<file path="src/rtl/vm_pkg.sv">
// -----------------------------------------------------------------------------
// vm_pkg
// Shared definitions for the vending-machine change dispenser:
//   - coin_sel encodings (COIN_100 / COIN_500 / COIN_1000)
//   - denomination values in 100-won units (1, 5, 10)
//   - dispenser FSM state enum
//   - denom_of(): coin_sel -> denomination in units
// No ports (package).
// -----------------------------------------------------------------------------
package vm_pkg;

    typedef logic [1:0] coin_sel_t;

    localparam coin_sel_t COIN_100  = 2'd0;
    localparam coin_sel_t COIN_500  = 2'd1;
    localparam coin_sel_t COIN_1000 = 2'd2;

    localparam logic [3:0] DENOM_100  = 4'd1;
    localparam logic [3:0] DENOM_500  = 4'd5;
    localparam logic [3:0] DENOM_1000 = 4'd10;

    typedef enum logic [1:0] {
        ST_IDLE   = 2'd0,
        ST_SELECT = 2'd1,
        ST_ISSUE  = 2'd2,
        ST_DONE   = 2'd3
    } disp_state_t;

    // Encoding 3 is never produced; it maps to the smallest coin so that a
    // corrupted select can never overdraw the balance.
    function automatic logic [3:0] denom_of(input coin_sel_t sel);
        logic [3:0] d;
        case (sel)
            COIN_1000: d = DENOM_1000;
            COIN_500:  d = DENOM_500;
            COIN_100:  d = DENOM_100;
            default:   d = DENOM_100;
        endcase
        return d;
    endfunction

endpackage

</file>
<file path="src/rtl/change_dispenser_if.sv">
// -----------------------------------------------------------------------------
// change_dispenser_if
// Groups the refund request, coin handshake and status signals.
//   start/amount      : refund request from the FSM domain
//   coin_valid/ready  : one coin per handshake towards the ejector
//   coin_sel          : 0 = 100, 1 = 500, 2 = 1000
//   busy/done/err     : status back to the FSM
//   remaining         : balance not yet dispensed (100-won units)
// Modports: master = requester/ejector side, slave = the dispenser.
// -----------------------------------------------------------------------------
interface change_dispenser_if #(
    parameter int AMT_W = 7
);
    logic             start;
    logic [AMT_W-1:0] amount;
    logic             coin_ready;
    logic             coin_valid;
    logic [1:0]       coin_sel;
    logic             busy;
    logic             done;
    logic [AMT_W-1:0] remaining;
    logic             err;

    modport master (
        output start, amount, coin_ready,
        input  coin_valid, coin_sel, busy, done, remaining, err
    );

    modport slave (
        input  start, amount, coin_ready,
        output coin_valid, coin_sel, busy, done, remaining, err
    );
endinterface

</file>
<file path="src/rtl/denom_picker.sv">
// -----------------------------------------------------------------------------
// denom_picker
// Purely combinational greedy selector: largest coin not exceeding the
// remaining balance. Also usable by the next-coin display.
// Ports:
//   remaining_i [AMT_W] : balance in 100-won units
//   coin_sel_o  [2]     : COIN_1000 if >=10, COIN_500 if >=5, else COIN_100
//   denom_o     [AMT_W] : value of the selected coin in units
// -----------------------------------------------------------------------------
module denom_picker
    import vm_pkg::*;
#(
    parameter int AMT_W = 7
) (
    input  logic [AMT_W-1:0] remaining_i,
    output logic [1:0]       coin_sel_o,
    output logic [AMT_W-1:0] denom_o
);

    // Greedy choice of the largest denomination that fits.
    always_comb begin
        coin_sel_o = COIN_100;
        if (remaining_i >= AMT_W'(DENOM_1000)) begin
            coin_sel_o = COIN_1000;
        end else if (remaining_i >= AMT_W'(DENOM_500)) begin
            coin_sel_o = COIN_500;
        end else begin
            coin_sel_o = COIN_100;
        end
        denom_o = AMT_W'(denom_of(coin_sel_o));
    end

endmodule

</file>
<file path="src/rtl/change_dispenser.sv">
// -----------------------------------------------------------------------------
// change_dispenser
// Pays a refund out greedily (1000, 500, 100) with one coin per valid/ready
// handshake. All outputs are registered.
// Ports:
//   clk      : clock
//   reset_n  : asynchronous active-low reset
//   bus      : change_dispenser_if.slave (start, amount, coin_ready in;
//              coin_valid, coin_sel, busy, done, remaining, err out)
// Optional feature macro: CHANGE_DISPENSER_TIMEOUT_EN
//   defined   -> a coin waiting TIMEOUT_CYC cycles for coin_ready aborts the
//                payout, sets sticky err and pulses done
//   undefined -> err is tied low and ISSUE waits indefinitely
// -----------------------------------------------------------------------------
module change_dispenser
    import vm_pkg::*;
#(
    parameter int AMT_W = 7
`ifdef CHANGE_DISPENSER_TIMEOUT_EN
    ,
    parameter int TIMEOUT_CYC = 16
`endif
) (
    input  logic               clk,
    input  logic               reset_n,
    change_dispenser_if.slave  bus
);

    disp_state_t      state_q, state_d;
    logic             coin_valid_q, coin_valid_d;
    logic [1:0]       coin_sel_q, coin_sel_d;
    logic             busy_q, busy_d;
    logic             done_q, done_d;
    logic [AMT_W-1:0] remaining_q, remaining_d;

    logic [1:0]       pick_sel_s;
    logic [AMT_W-1:0] pick_denom_s;
    logic [AMT_W-1:0] rem_next_s;
    logic             handshake_s;

`ifdef CHANGE_DISPENSER_TIMEOUT_EN
    localparam int WAIT_W = $clog2(TIMEOUT_CYC + 1);
    logic              err_q, err_d;
    logic [WAIT_W-1:0] wait_q, wait_d;
    logic [WAIT_W-1:0] wait_inc_s;
`endif

    denom_picker #(.AMT_W(AMT_W)) u_picker (
        .remaining_i (remaining_q),
        .coin_sel_o  (pick_sel_s),
        .denom_o     (pick_denom_s)
    );

    // remaining is held through ISSUE, so the picker still reflects the
    // coin on offer and can supply the amount to subtract.
    assign handshake_s = coin_valid_q & bus.coin_ready;
    assign rem_next_s  = remaining_q - pick_denom_s;
`ifdef CHANGE_DISPENSER_TIMEOUT_EN
    assign wait_inc_s  = wait_q + WAIT_W'(1);
`endif

    // Next-state and registered-output computation.
    always_comb begin
        state_d      = state_q;
        coin_valid_d = coin_valid_q;
        coin_sel_d   = coin_sel_q;
        busy_d       = busy_q;
        done_d       = 1'b0;
        remaining_d  = remaining_q;
`ifdef CHANGE_DISPENSER_TIMEOUT_EN
        err_d        = err_q;
        wait_d       = wait_q;
`endif
        case (state_q)
            ST_IDLE: begin
                if (bus.start) begin
`ifdef CHANGE_DISPENSER_TIMEOUT_EN
                    err_d = 1'b0;
`endif
                    if (bus.amount != {AMT_W{1'b0}}) begin
                        remaining_d = bus.amount;
                        busy_d      = 1'b1;
                        state_d     = ST_SELECT;
                    end else begin
                        // Zero refund: acknowledge without ever going busy.
                        done_d  = 1'b1;
                        state_d = ST_IDLE;
                    end
                end else begin
                    state_d = ST_IDLE;
                end
            end
            ST_SELECT: begin
                coin_sel_d   = pick_sel_s;
                coin_valid_d = 1'b1;
                state_d      = ST_ISSUE;
`ifdef CHANGE_DISPENSER_TIMEOUT_EN
                wait_d       = {WAIT_W{1'b0}};
`endif
            end
            ST_ISSUE: begin
                if (handshake_s) begin
                    remaining_d  = rem_next_s;
                    coin_valid_d = 1'b0;
                    if (rem_next_s == {AMT_W{1'b0}}) begin
                        done_d  = 1'b1;
                        state_d = ST_DONE;
                    end else begin
                        state_d = ST_SELECT;
                    end
                end
`ifdef CHANGE_DISPENSER_TIMEOUT_EN
                else if (wait_inc_s == WAIT_W'(TIMEOUT_CYC)) begin
                    // Abort: the unaccepted coin stays in remaining.
                    wait_d       = wait_inc_s;
                    coin_valid_d = 1'b0;
                    err_d        = 1'b1;
                    done_d       = 1'b1;
                    state_d      = ST_DONE;
                end else begin
                    wait_d = wait_inc_s;
                end
`else
                else begin
                    state_d = ST_ISSUE;
                end
`endif
            end
            ST_DONE: begin
                busy_d  = 1'b0;
                state_d = ST_IDLE;
            end
            default: begin
                coin_valid_d = 1'b0;
                busy_d       = 1'b0;
                state_d      = ST_IDLE;
            end
        endcase
    end

    // State and output registers.
    always_ff @(posedge clk or negedge reset_n) begin
        if (!reset_n) begin
            state_q      <= ST_IDLE;
            coin_valid_q <= 1'b0;
            coin_sel_q   <= 2'd0;
            busy_q       <= 1'b0;
            done_q       <= 1'b0;
            remaining_q  <= {AMT_W{1'b0}};
        end else begin
            state_q      <= state_d;
            coin_valid_q <= coin_valid_d;
            coin_sel_q   <= coin_sel_d;
            busy_q       <= busy_d;
            done_q       <= done_d;
            remaining_q  <= remaining_d;
        end
    end

`ifdef CHANGE_DISPENSER_TIMEOUT_EN
    // Timeout counter and sticky error flag.
    always_ff @(posedge clk or negedge reset_n) begin
        if (!reset_n) begin
            err_q  <= 1'b0;
            wait_q <= {WAIT_W{1'b0}};
        end else begin
            err_q  <= err_d;
            wait_q <= wait_d;
        end
    end
    assign bus.err = err_q;
`else
    assign bus.err = 1'b0;
`endif

    assign bus.coin_valid = coin_valid_q;
    assign bus.coin_sel   = coin_sel_q;
    assign bus.busy       = busy_q;
    assign bus.done       = done_q;
    assign bus.remaining  = remaining_q;

endmodule

</file>
<file path="src/flat_wrapper.sv">
// flat-port wrapper written by rule: the top's interface ports become plain ports
module change_dispenser_flat import vm_pkg::*;
#(
    parameter int AMT_W = 7

)
  (clk, reset_n, bus_start, bus_amount, bus_coin_ready, bus_coin_valid, bus_coin_sel, bus_busy, bus_done, bus_remaining, bus_err);
  change_dispenser_if #(.AMT_W(AMT_W)) bus_i ();
  input  logic clk;
  input  logic reset_n;
  input wire logic [$bits(bus_i.start)-1:0] bus_start;
  input wire logic [$bits(bus_i.amount)-1:0] bus_amount;
  input wire logic [$bits(bus_i.coin_ready)-1:0] bus_coin_ready;
  output wire logic [$bits(bus_i.coin_valid)-1:0] bus_coin_valid;
  output wire logic [$bits(bus_i.coin_sel)-1:0] bus_coin_sel;
  output wire logic [$bits(bus_i.busy)-1:0] bus_busy;
  output wire logic [$bits(bus_i.done)-1:0] bus_done;
  output wire logic [$bits(bus_i.remaining)-1:0] bus_remaining;
  output wire logic [$bits(bus_i.err)-1:0] bus_err;
  assign bus_i.start = bus_start;
  assign bus_i.amount = bus_amount;
  assign bus_i.coin_ready = bus_coin_ready;
  assign bus_coin_valid = bus_i.coin_valid;
  assign bus_coin_sel = bus_i.coin_sel;
  assign bus_busy = bus_i.busy;
  assign bus_done = bus_i.done;
  assign bus_remaining = bus_i.remaining;
  assign bus_err = bus_i.err;
  change_dispenser #(.AMT_W(AMT_W)) u_core (.clk(clk), .reset_n(reset_n), .bus(bus_i));
endmodule
</file>
<file path="config.mk">
export PLATFORM = sky130hd
export DESIGN_NAME = change_dispenser_flat
export DESIGN_NICKNAME = d
export VERILOG_FILES = /design/src/rtl/vm_pkg.sv /design/src/rtl/change_dispenser_if.sv /design/src/rtl/denom_picker.sv /design/src/rtl/change_dispenser.sv /design/src/flat_wrapper.sv
export SDC_FILE = /design/constraint.sdc
export NUM_CORES = 1
export LEC_CHECK = 0
export CORE_MARGIN = 2
export CORE_UTILIZATION = 45
export DETAILED_ROUTE_END_ITERATION = 12
export MAX_ROUTING_LAYER = met4
export PLACE_DENSITY = 0.78
export SETUP_SLACK_MARGIN = 0.02
export SLEW_MARGIN = 20
export SYNTH_ARGS = -nofsm -noshare
export SYNTH_HDL_FRONTEND = slang
export SYNTH_SLANG_ARGS = --single-unit
</file>
<file path="constraint.sdc">
create_clock -name clk -period 3.15 [get_ports clk]
set_clock_uncertainty 0.05 [all_clocks]
set_input_delay 0.63 -clock clk [delete_from_list [all_inputs] [get_ports clk]]
set_output_delay 0.63 -clock clk [all_outputs]
set_load 0.1 [all_outputs]
</file>
======== Word level (Yosys, flattened, before mapping) ========
Index checks and enable logic that the tools add are counted.
operators by class
  add/sub/neg operators ................... 1
  reduce and logical (&&, ||, !) cells .... 9
  bitwise operators ....................... 1
  mux-type cells .......................... 22
  magnitude comparators ................... 2
  equal/unequal tests ..................... 8
operators with widths
  cell                number
  $mux 7              3
  $pmux 7 s2          1
  $mux 1              10
  $pmux 2 s4          1
  $pmux 4 s2          1
  $ge 7x3->1 const B  1
  $ge 7x4->1 const B  1
  $logic_not 7->1     1
  $reduce_bool 7->1   1
  $sub 7x4->7         1
  $eq 2x2->1 const B  3
  $mux 2              3
  $pmux 1 s2          3
  $reduce_bool 2->1   3
  $eq 2x1->1 const B  2
  $ne 2x1->1 const B  2
  $reduce_and 4->1    1
  $reduce_and 3->1    1
  $logic_not 2->1     1
  $ne 2x2->1 const B  1
  $reduce_and 2->1    1
  $and 1x1->1         1
word-level totals
  flip-flop bits (word level) ............. 14
  output and inout bits ................... 13
  logic and storage cells ................. 49

======== Logic depth before layout (Yosys ltp) ========
  word-level depth ........................ 10
  depth in mapped cells ................... 10
  mapped depth without buffers ............ 10

======== Modules after synthesis ========
Synthesis repeated with hierarchy kept, for this count alone.
unflattened totals
  cells, all modules ...................... 126
  area total of the unflattened synthesis .. 1046.0 µm²
modules (own cells, without submodules)
  module            area each (µm²)  cells an instance  instances  sequential area each (µm²)
  change_dispenser  957.2            113                1          350.3
  denom_picker      88.8             13                 1          0.0

======== Least setup slack after synthesis ========
No wires, ideal clock.
  kind .................................... register -> register
  start point ............................. register u_core.remaining_q[1], in the netlist u_core.bus.remaining[1]
  end point ............................... register u_core.done_q, in the netlist u_core.bus.done
  setup slack ............................. 0.104 ns
  cell stages (with the launch flop) ...... 9
  arrival time ............................ 2.892 ns
  path through ............................ dfrtp_1 -> o21ai_0 -> and2_1 -> ha_1 -> or2b_2 -> a21oi_2 -> or4_1 -> and3_4 -> o41ai_2
between the ends
  longest elaborated chain between the ends .. 10
  elaborated cells between the ends (all ways) .. 12
  classes of those cells .................. 1 x add/sub; 2 x order compare; 2 x eq/ne; 6 x mux; 1 x reduce/logical
RTL lines
  element                                   RTL line                 source
  start: declaration                        change_dispenser.sv:34   logic [AMT_W-1:0] remaining_q, remaining_d;
  start signal: assignment                  change_dispenser.sv:149  remaining_q <= {AMT_W{1'b0}};
  start signal: assignment                  change_dispenser.sv:156  remaining_q <= remaining_d;
  $ge 7x3->1                                denom_picker.sv:25       end else if (remaining_i >= AMT_W'(DENOM_500)) begin
  $mux 1                                    denom_picker.sv:25
  $mux 2                                    denom_picker.sv:23       if (remaining_i >= AMT_W'(DENOM_1000)) begin
  $eq 2x1->1 or $eq 2x2->1 (tied branches)  vm_pkg.sv:33             case (sel)
  $pmux 4 s2                                vm_pkg.sv:33
  $sub 7x4->7 (*)                           change_dispenser.sv:57   assign rem_next_s = remaining_q - pick_denom_s;
  $logic_not 7->1 (*)                       change_dispenser.sv:105  if (rem_next_s == {AMT_W{1'b0}}) begin
  $mux 1 (*)                                change_dispenser.sv:105
  $mux 1 (*)                                change_dispenser.sv:102  if (handshake_s) begin
  $pmux 1 s2 (*)                            change_dispenser.sv:74   case (state_q)
  net u_core.done_d                         change_dispenser.sv:33   logic done_q, done_d;
  end signal: assignment                    change_dispenser.sv:155  done_q <= done_d;
  end: declaration                          change_dispenser.sv:33
The timed path passes the listed nets; every way through them passes the cells marked *.
A chain may end at the register's enable or synchronous reset.

======== Worst setup path in the final report ========
  start point ............................. register u_core.remaining_q[5], in the netlist u_core.bus.remaining[5]
  end point ............................... register u_core.done_q, in the netlist u_core.bus.done
The elaborated chain is that of the path after synthesis.

==> impl_results.md <==
- Clock Path Buffers: 2
- Worst Setup Start Kind: flop
- Ant diodes: 0
- Routed wire length: 2594 um
- Num CTS Buffers: 3
- CTS sink count: 14
- Grt met2 use: 0.4123
- Min cycle time layout: 2802 ps
- Synthesis-to-finish area growth: 27.23%
- Postcts setup bufs: 0
- Worst path arrival time: 2930 ps
- Grt peak-use layer: met2
- CTS tree: built
- MaxCap Viol Count: 0
- FF-to-FF End: u_core.bus.done
- Initial detailed-routing violation count: 28
- Most common cell after layout, fill and taps aside: nand2_1
- First-pass DRT Iterations: 4
- Die Area: 0.002509 mm^2
- Die Wd: 50.09 um
- RSZ-0062 raised after global routing: false
- I/O Buffers: 22
- Post_cts resized: 0
- Routed via count: around 940
- Hold Startpoint: u_core.bus.coin_sel[0]
- FMAX: 356.8 MHz
- Clock-pin slew on the worst setup and hold paths: around 90 ps
- Setup TNS: 0 ps
- Crit share post-route: 0.8897
- Commonest cells after routing, fill and taps aside: nand2_1, buf_4, dfrtp_1, o21ai_0
- Reg2reg path depth: 8
- Clock root cell: clkbuf_4
- Seq cells post-synth: 14
- Synthesis Warnings: 0
- Final setup vio count: 0
- Slew at the pin closest to its max-slew limit: 679.0 ps
- Fillers: between 150 and 200
- Wirelength per Cell: 15.72 um
- I/O pin cnt: 24
- CP bufs+invs: 0
- Core region area: 0.001982 mm^2
- Slew margin rel.: 0.5459
- DRC viols: 0
- M1 GR Usage: 0.2939
- Met3 GRT Util: 0.04848
- Crit path largest cell delay: approximately 470 ps
- Worst EP required: 3280 ps
- Hold endpoint: u_core.bus.coin_sel[0]
- Endpoint class of the critical path: flop
- Hold Path Depth: 2
- R2r setup slk: 350 ps
- Syn Area/Cell: 8.459 um^2
- Hold Buf Count CTS: 0
- Mapped Area: 955.9 um^2
- Clk_lat worst skew: between 200 and 300 ps
- First-pass GRT wire length: 4512 um
- Total track usage: 0.2451
- Cell variety after synth: 36
- Synth Net Count: around 130
- Outcome: completed
- Rows: 16
- Die H: 50.09 um
- Register area share after synthesis: 0.3665
- Post-DP HPWL: roughly 2000 um
- Critical path class: flop to flop
- Largest net degree at the start of global routing: 15
- CP max FO: 8
- Critical path cell sequence: nor3_1, and2_1, ha_1, or2b_2, a21oi_2, or4_1, and3_4, o41ai_2
- Slowest CP cell: dfrtp_1
- Slew Limit Fails: 0
- Post-route ant nets: 0
- Initial antenna violation count: 0
- Vias/cell: 5.691
- Cells after Synth: 113
- Final Hold Slack: 439.4 ps
- CP top delay family: simple AND/OR/NAND/NOR gates
- Worst min path class: flop to flop
- Multi-input gate area: 579.3 um^2
- Placer Congestion: 0.8969
- R2r startpoint: u_core.bus.remaining[5]
- Fin nets: 155
- Fraction of layout cells with a size suffix above 1: 0.1884
- Vias in the first global route: 971
- Max H-tree Level: 1
- Total congestion overflow: 0
- Final Hold Vio Count: 0
- Register Area: roughly 350 um^2
- Initial Utilization: 0.4823
## cell usage after synthesis
cell type  instances  area share
o41ai_2            1       0.017
and2_1             2       0.013
xnor2_1            1      0.0092
o32ai_1            1      0.0092
nor3_1             5       0.026
nor3b_1            1      0.0079
nand2b_1           2       0.013
nor2_1             7       0.027
o21ai_0           12       0.063
nand4b_1           2       0.018
nand4_1            2       0.013
inv_1              3       0.012
mux2_2             1       0.012
a31oi_1            2       0.013
or2b_2             1      0.0092
a21oi_2            1      0.0092
o31a_1             1      0.0092
a21boi_0           2       0.016
a21oi_1           10       0.052
nor2_4             1       0.012
o31ai_1            1      0.0079
ha_1               4       0.052
a22o_1             2       0.018
and3_4             1       0.012
or4_1              1      0.0079
o2bb2ai_1          2       0.018
fa_1               1       0.021
buf_4              1      0.0079
nand3_1            3       0.016
nand2_1           18       0.071
clkbuf_1           2      0.0079
or2_2              2       0.013
o22a_1             1      0.0092
conb_1             1      0.0039
dfrtp_1           14        0.37
nor4_1             1      0.0065
## tightest hold or removal path: cells and delay by family, from the launching register on
| family | cells | cell delay (ps) |
|---|---|---|
| flops | 1 | 350 |
| simple gates | 1 | 50 |
| compound gates | 1 | 60 |
## cell type report
type,count,share of cell area
Tap cell,27,0.02778
Timing Repair Buffer,24,0.1687
Clock buffer,4,0.02984
Multi-Input combinational cell,93,0.4763
Sequential cell,14,0.2881
Inverter,3,0.009259
## through the flow
step / utilization / setup slack, ps / instances / cell area (um^2)
after detailed placement: 0.5953 / 376.2 / 161 / 1180
final: 0.6136 / 347.6 / 165 / 1216
after CTS: 0.6136 / 344.8 / 165 / 1216
after global placement: 0.5953 / 494.8 / 161 / 1180
after floorplan: - / 104.2 / 113 / 955.9
after global routing: 0.6136 / 232.0 / 165 / 1216
## state kept, by name, indices dropped and copies added, names as in the netlist
signal                 flops
u_core.bus.remaining       7
u_core.bus.busy            1
u_core.state_q             2
u_core.bus.coin_sel        2
u_core.bus.coin_valid      1
u_core.bus.done            1
## cells by family (layout without fill, tap and decap cells)
| logic type | Yosys count | count (layout) | share of synthesized area |
|---|---|---|---|
| and+or+nand+nor | 49 | 49 | 0.2657 |
| AOI/OAI and AO/OA | 36 | 36 | 0.2422 |
| DFF | 14 | 14 | 0.3665 |
| buffers and inverters | 6 | 31 | 0.02749 |
| adders and majority gates | 5 | 5 | 0.07330 |
| other | 1 | 1 | 0.003923 |
| xor gates and xnor gates | 1 | 1 | 0.009164 |
| muxes | 1 | 1 | 0.01178 |
## metal layers
layer  vias up  routed length, um
met5         -                  0
met4         0                 23
met3         2                153
met2        26               1313
met1       449               1104
li1        462                  -
## worst max path at each step
stage / from / to / slack [ps] / cells after the start
CTS: u_core.bus.remaining[5] / u_core.bus.done / 340 / 8
global route: u_core.bus.remaining[5] / u_core.bus.done / 230 / 8
global placement: u_core.bus.remaining[5] / u_core.bus.done / 490 / 8
detailed placement: u_core.bus.remaining[5] / u_core.bus.done / 380 / 8
floorplan: u_core.bus.remaining[1] / u_core.bus.done / 100 / 8
finish: u_core.bus.remaining[5] / u_core.bus.done / 350 / 8
Power is left out: the tool's default activity adds up to more than one toggle a clock period on the data nets, which glitch-free logic cannot reach.
